===== config.mk =====
export PLATFORM = sky130hd
export DESIGN_NAME = my_rr_arb4
export DESIGN_NICKNAME = d
export VERILOG_FILES = /design/src/rtl/my_rr_arb4.sv
export SDC_FILE = /design/constraint.sdc
export NUM_CORES = 1
export LEC_CHECK = 0
export ABC_AREA = 1
export BUFFER_PORTS_ARGS = -buffer_cell sky130_fd_sc_hd__buf_2
export CORE_MARGIN = 2
export CORE_UTILIZATION = 55
export CTS_CLUSTER_SIZE = 25
export DETAILED_ROUTE_END_ITERATION = 8
export PLACE_DENSITY = 0.82
export SETUP_SLACK_MARGIN = 0.02
export SLEW_MARGIN = 30
export SYNTH_ARGS = -nofsm -noshare
export SYNTH_HDL_FRONTEND = slang
export SYNTH_SLANG_ARGS = --single-unit
export TNS_END_PERCENT = 50

===== constraint.sdc =====
create_clock -name clk -period 1.7 [get_ports clk]
set_input_delay 0.085 -clock clk [delete_from_list [all_inputs] [get_ports clk]]
set_output_delay 0.085 -clock clk [all_outputs]
set_load 0.005 [all_outputs]

===== src/rtl/my_rr_arb4.sv =====
// Four-way round-robin arbiter driving the select of my_mux4way16 with a valid/ready
// handshake. Define MY_RR_ARB_BURST_EN to let a winner keep the grant for up to BURST_LEN accepts.
module my_rr_arb4 #(
    parameter int BURST_LEN = 4
) (
    input  logic       clk,
    input  logic       reset,
    input  logic [3:0] req,
    input  logic       ready,
    output logic [1:0] sel,
    output logic [3:0] grant,
    output logic       valid,
    output logic [3:0] ack
);

    if (BURST_LEN < 1 || BURST_LEN > 15) begin : g_burst_len_bad
        $error("my_rr_arb4: BURST_LEN must be in 1..15");
    end

    typedef enum logic {IDLE, GRANT} state_t;

    state_t     state, state_n;
    logic [1:0] ptr, ptr_n, sel_n, ptr_rot;
    logic [3:0] grant_n;
    logic       valid_n;
    logic       accept, abort, stay, take;
    logic [2:0] pick, pick_idle, pick_rot;

`ifdef MY_RR_ARB_BURST_EN
    logic [3:0] cnt, cnt_n;
`endif

    // Returns {found, index}; the index closest to start (with wrap) wins.
    function automatic logic [2:0] rr_pick(input logic [1:0] start, input logic [3:0] r);
        logic [2:0] res;
        logic [1:0] idx;
        res = 3'b000;
        for (int k = 3; k >= 0; k--) begin
            idx = start + 2'(k);
            if (r[idx]) res = {1'b1, idx};
        end
        return res;
    endfunction

    always_ff @(posedge clk or posedge reset) begin
        if (reset) begin
            state <= IDLE;
            ptr   <= 2'b00;
            sel   <= 2'b00;
            grant <= 4'b0000;
            valid <= 1'b0;
`ifdef MY_RR_ARB_BURST_EN
            cnt   <= 4'd0;
`endif
        end else begin
            state <= state_n;
            ptr   <= ptr_n;
            sel   <= sel_n;
            grant <= grant_n;
            valid <= valid_n;
`ifdef MY_RR_ARB_BURST_EN
            cnt   <= cnt_n;
`endif
        end
    end

    always_comb begin
        accept    = valid & ready;
        abort     = valid & ~ready & ~req[sel];
        ptr_rot   = sel + 2'd1;
        pick_idle = rr_pick(ptr, req);
        // The channel just served is masked so it cannot win straight back.
        pick_rot  = rr_pick(ptr_rot, req & ~grant);
`ifdef MY_RR_ARB_BURST_EN
        stay      = req[sel] && ((5'(cnt) + 5'd1) < 5'(BURST_LEN));
        cnt_n     = cnt;
`else
        stay      = 1'b0;
`endif
        state_n   = state;
        ptr_n     = ptr;
        sel_n     = sel;
        grant_n   = grant;
        valid_n   = valid;
        take      = 1'b0;
        pick      = pick_idle;

        case (state)
            IDLE: begin
                take = 1'b1;
            end
            GRANT: begin
                if (accept) begin
                    if (stay) begin
`ifdef MY_RR_ARB_BURST_EN
                        cnt_n = cnt + 4'd1;
`endif
                    end else begin
                        ptr_n = ptr_rot;
                        take  = 1'b1;
                        pick  = pick_rot;
`ifdef MY_RR_ARB_BURST_EN
                        cnt_n = 4'd0;
`endif
                    end
                end else if (abort) begin
                    take = 1'b1;
`ifdef MY_RR_ARB_BURST_EN
                    cnt_n = 4'd0;
`endif
                end
            end
            default: begin
                state_n = IDLE;
            end
        endcase

        if (take) begin
            if (pick[2]) begin
                state_n = GRANT;
                sel_n   = pick[1:0];
                grant_n = 4'b0001 << pick[1:0];
                valid_n = 1'b1;
            end else begin
                state_n = IDLE;
                grant_n = 4'b0000;
                valid_n = 1'b0;
            end
        end
    end

    always_comb begin
        ack = grant & {4{valid & ready}};
    end

endmodule


Word-level counts from Yosys, hierarchy flattened
Cells that the tools add are included.
Word-level totals
  bits in registers: 9
  input port bits: 7
  output and inout port bits: 11
Operators by class
  $add $sub $neg: 7
  order comparisons: 9
  shift-type cells: 1
  multiplexer cells: 33
  bitwise gates (word level): 9
  reductions and logical operators: 2
Operator list (count)
  2-to-1 mux 3 bit: 10
  less-than comparator 2 x 3 -> 1 bit (second input constant): 9
  binary-select mux 1 bit (select 2 bit): 9
  2-to-1 mux 1 bit: 12
  adder 2 bit (second input constant): 4
  AND 4 bit: 2
  adder 2 x 1 -> 2 bit (second input constant): 3
  2-to-1 mux 4 bit: 1
  NOT 4 bit: 1
  AND reduction 2 bit: 2
  left shift 1 x 2 -> 4 bit (first input constant): 1
  AND 1 bit: 3
  NOT 1 bit: 3
  case mux 1 bit (2 select lines): 1

Longest topological paths before layout
  word-level depth: 12
  mapped depth: 15

Worst setup path after synthesis
OpenSTA, ideal clock, no wires.
  path kind: reg-to-reg
  start: reg ptr[0]
  end: reg sel[0]
  library setup time: 0.116 ns
  arrival time: 1.339 ns
  path slack: 0.245 ns
  cell stages (with the launch flop): 11
  period minus slack after synthesis: 1.455 ns
  cell sequence: dfrtp_1 buf_6 or2_4 nand3_1 nand2_1 clkinv_2 nand3_1 nand3_2 nand2_2 nor2_1 nor2_1
On the way
  word-level cells in the longest chain between the ends: 10
  elaborated cells on any way between the ends: 18
  classes of those cells: add/sub (3); mux (14); reduce/logical (1)
Ends and longest elaborated chain
  start: declaration: RTL line 23  | logic [1:0] ptr, ptr_n, sel_n, ptr_rot;
  start signal: assignment: RTL line 57  | ptr <= ptr_n;
  adder 2 bit: RTL line 39  | idx = start + 2'(k);
  binary-select mux 1 bit (select 2 bit): RTL line 40  | if (r[idx]) res = {1'b1, idx};
  2-to-1 mux 1 bit (not written as such): RTL line 40
  2-to-1 mux 3 bit (3 in series): RTL line 40
  2-to-1 mux 3 bit (*): RTL line 40
  2-to-1 mux 3 bit: RTL line 93  | if (accept) begin
  2-to-1 mux 3 bit (*): RTL line 88  | case (state)
  AND reduction 2 bit (no source line)
  end signal: assignment: RTL line 58  | sel <= sel_n;
  end: declaration: RTL line 10  | output logic [1:0] sel,
Every way passes the cells marked *; elsewhere a longest branch is shown, timed or not. The select of a mux whose other input is x is not followed.
A chain may end at the register's enable or synchronous reset.

Worst setup path after layout
  start: reg sel[0]
  end: reg sel[0]
On the way
  word-level cells in the longest chain between the ends: 11
  elaborated cells on any way between the ends: 26
  classes of those cells: add/sub (4); mux (19); bitwise (2); reduce/logical (1)
Ends and longest elaborated chain
  adder 2 x 1 -> 2 bit: RTL line 70  | ptr_rot = sel + 2'd1;
  adder 2 bit: RTL line 39
  binary-select mux 1 bit (select 2 bit): RTL line 40
  2-to-1 mux 1 bit (not written as such): RTL line 40
  2-to-1 mux 3 bit (4 in series): RTL line 40
  2-to-1 mux 3 bit: RTL line 93
  2-to-1 mux 3 bit: RTL line 88
  AND reduction 2 bit (no source line)
Parallel ways exist; a longest one is shown, timed or not. The select of a mux whose other input is x is not followed.

==> impl_metrics.tcl <==
set metrics [dict create \
    worstSetupStartpointType "flop" \
    pwr_density_cell_mw_per_mm2 2340 \
    cap_violations 0 \
    max_freq_mhz 627 \
    insertion_delay_ns 0.26 \
    rows 15 \
    n_antenna_cell 0 \
    initial_core_util_pct 57.9 \
    setup_tns_ns 0 \
    wl_per_cell_um 13.3 \
    grt_usage_pct 28.8 \
    nets 215 \
    cts_buffers 3 \
    final_area_mm2 0.00131 \
    ys_seq_elements 9 \
    ant_nets 0 \
    status "complete, no violations" \
    die_w_um 46.4 \
    vias 1221 \
    ys_seq_area_share_pct 22.8 \
    first_pass_iters 4 \
    fin_crit_sh_pct 93.9 \
    synth.avg_cell_area_um2 5.66 \
    pin_count 18 \
    root_buffer "clkbuf_4" \
    path_clk_slew_ns 0.06 \
    final-setup-viol-count 0 \
    pre_cts_ws_ns -0.0500 \
    clock_path_buffers 2 \
    drt-initial-drc-count 46 \
    arrival_ns 1.78 \
    antenna_found_initial 0 \
    finalWorstSetupSlack_ns 0.104 \
    cts_tree "yes" \
    drc 0 \
    syn2layout_area_growth_pct 32.5 \
    finalPower_w 0.00306 \
    vias_per_cell 5.26 \
    slew_headroom_pct 75.1 \
    grt_max_degree 11 \
    synthesis.nets 182 \
    worstSetupPathType "reg2reg" \
    final_cells 232 \
    portBuffers 17 \
    grt_pass1_wl_um 4370 \
    timing.reg2reg.setup_slack_ns 0.10 \
    hold_class "in2async" \
    synthCells 175 \
    synthesis.area_um2 990 \
    core_mm2 0.00171 \
    place_congestion 0.921 \
    cts_max_level 1 \
    timing.final.max_slew_violations 0 \
    yosys.cell_types.count 23 \
    place_area_mm2 0.00111 \
    place_hpwl_um 2270 \
    cp-end-kind "flop" \
    rsz0062_at_grt "false" \
    dp_cells 219 \
    ir_drop_v 0.00156 \
    fill_cells 139 \
    drive_above_1_share_pct 41.1 \
    grt_pass1_vias 1038 \
    die_h_um 46.4 \
    skew_ns 0.00403 \
    hold_viol_final 0 \
    tightestPinTransition_ns 0.373 \
    yosysWarnings 0 \
    numClockSinks 9 \
    worstPathRequired_ns 1.89 \
    timing.final.crit_period_ns 1.60 \
    dieArea_mm2 0.00215 \
    wirelength_um 3090 \
    worstPathMaxFanout 7 \
    overflow 0 \
    leakage_nw 0.745 \
]
-- per-stage QoR --
step	hold WS, ns	util [%]
floorplan	-0.0871	-
global placement	0.0675	65.2
detailed placement	0.0651	65.2
CTS	0.336	68.5
global route	0.391	76.8
finish	0.351	76.8
-- routing by layer --
metal,vias to the layer above,GRT usage (%),share of wire [%]
li1,616,-,-
met1,544,33.0,40
met2,49,53.1,52
met3,12,5.88,5.6
met4,0,8.00,2.1
met5,-,0,0
-- cell usage after synthesis --
library cell / number / share of area (%)
nand4_1: 3 / 1.9
buf_6: 2 / 2.3
nand3_1: 23 / 12
nor2_1: 9 / 3.4
nor4_1: 1 / 0.63
nand2_1: 72 / 27
a21oi_1: 5 / 2.5
a21oi_2: 1 / 0.89
o21ai_0: 8 / 4.0
nor3_1: 1 / 0.51
o21ai_1: 1 / 0.51
nor2_4: 1 / 1.1
inv_1: 18 / 6.8
nand3_2: 3 / 3.0
or2_4: 1 / 0.89
nand2_2: 9 / 5.7
clkinv_2: 1 / 0.51
nor2_2: 1 / 0.63
inv_4: 1 / 0.63
dfrtp_1: 9 / 23
clkinv_1: 1 / 0.38
inv_2: 3 / 1.1
buf_4: 1 / 0.76
-- report_power, final --
group / total [W] / internal [W] / switching, W
logic: 0.00242 / 0.000928 / 0.00149
clock network: 0.000166 / 0.0000905 / 0.0000757
registers: 0.000477 / 0.000326 / 0.000151
-- registers in the layout (all words and copies together) (netlist names) --
name / flops
state: 1
ptr: 2
grant: 4
sel: 2
-- final timing paths --
path | from | endpoint | depth (start not counted)
worst max-delay path | sel[0]$_DFFE_PP0P_ | sel[0]$_DFFE_PP0P_ | 13
worst min-delay path | reset | grant[3]$_DFFE_PP0N_ | 3
worst max register to register | sel[0]$_DFFE_PP0P_ | sel[0]$_DFFE_PP0P_ | 13
worst min register to register | grant[1]$_DFFE_PP0N_ | grant[1]$_DFFE_PP0N_ | 2
max in group asynchronous | reset | ptr[0]$_DFFE_PP0P_ | 3
min in group clk | ready | grant[3]$_DFFE_PP0N_ | 6
-- worst max-delay path, stage by stage, from the launching register on --
cell,delay [ns]
dfrtp_2,0.47
inv_4,0.11
nand3_2,0.10
nand2_2,0.10
nand2_1,0.07
nand2_1,0.09
inv_2,0.05
nand2_2,0.08
nand2_2,0.05
nand2_1,0.06
nand3_2,0.07
nand2_2,0.10
nor2_2,0.04
nor2_2,0.12
-- cell usage in the layout (no fill, tap or decap), types with 2 or more instances in the layout --
| cell | netlist | final |
|---|---|---|
| nand2_1 | 72 | 56 |
| nand2_2 | 9 | 23 |
| nand3_1 | 23 | 17 |
| buf_2 | 0 | 17 |
| inv_1 | 18 | 14 |
| buf_4 | 1 | 11 |
| nand3_2 | 3 | 9 |
| o21ai_0 | 8 | 8 |
| nor2_1 | 9 | 7 |
| dfrtp_1 | 9 | 6 |
| inv_2 | 3 | 5 |
| a21oi_1 | 5 | 5 |
| inv_4 | 1 | 3 |
| nand4_1 | 3 | 3 |
| nor2_2 | 1 | 3 |
| clkbuf_4 | 0 | 3 |
| dfrtp_2 | 0 | 3 |
| nand2_4 | 0 | 2 |
| buf_6 | 2 | 2 |
-- cells by family after synthesis --
family          Yosys count  share of synthesized area (%)
flops                     9                           22.8
compound gates           15                           7.96
buf+inv                  27                           12.5
simple gates            124                           56.8
-- timing repair --
action                                  in CTS  in global routing
endpoints found under the setup margin       6                  6
gates cloned                                 0                  0
endpoints found under the hold margin        9                  0
setup buffers                                2                  6
gates resized for setup                      4                 35
hold buffers                                 1                  0
pin swaps                                    0                 13
-- layout make-up --
cell class                 count  area (um^2)  share of cell area, %
clock buffer                   4         26.3                   2.00
inverter                      24         98.8                   7.54
multi-input combinational    139          726                   55.3
sequential                     9          229                   17.5
tap                           25         31.3                   2.39
timing repair buffer          31          200                   15.3
Power figures use the tool's default switching activity.
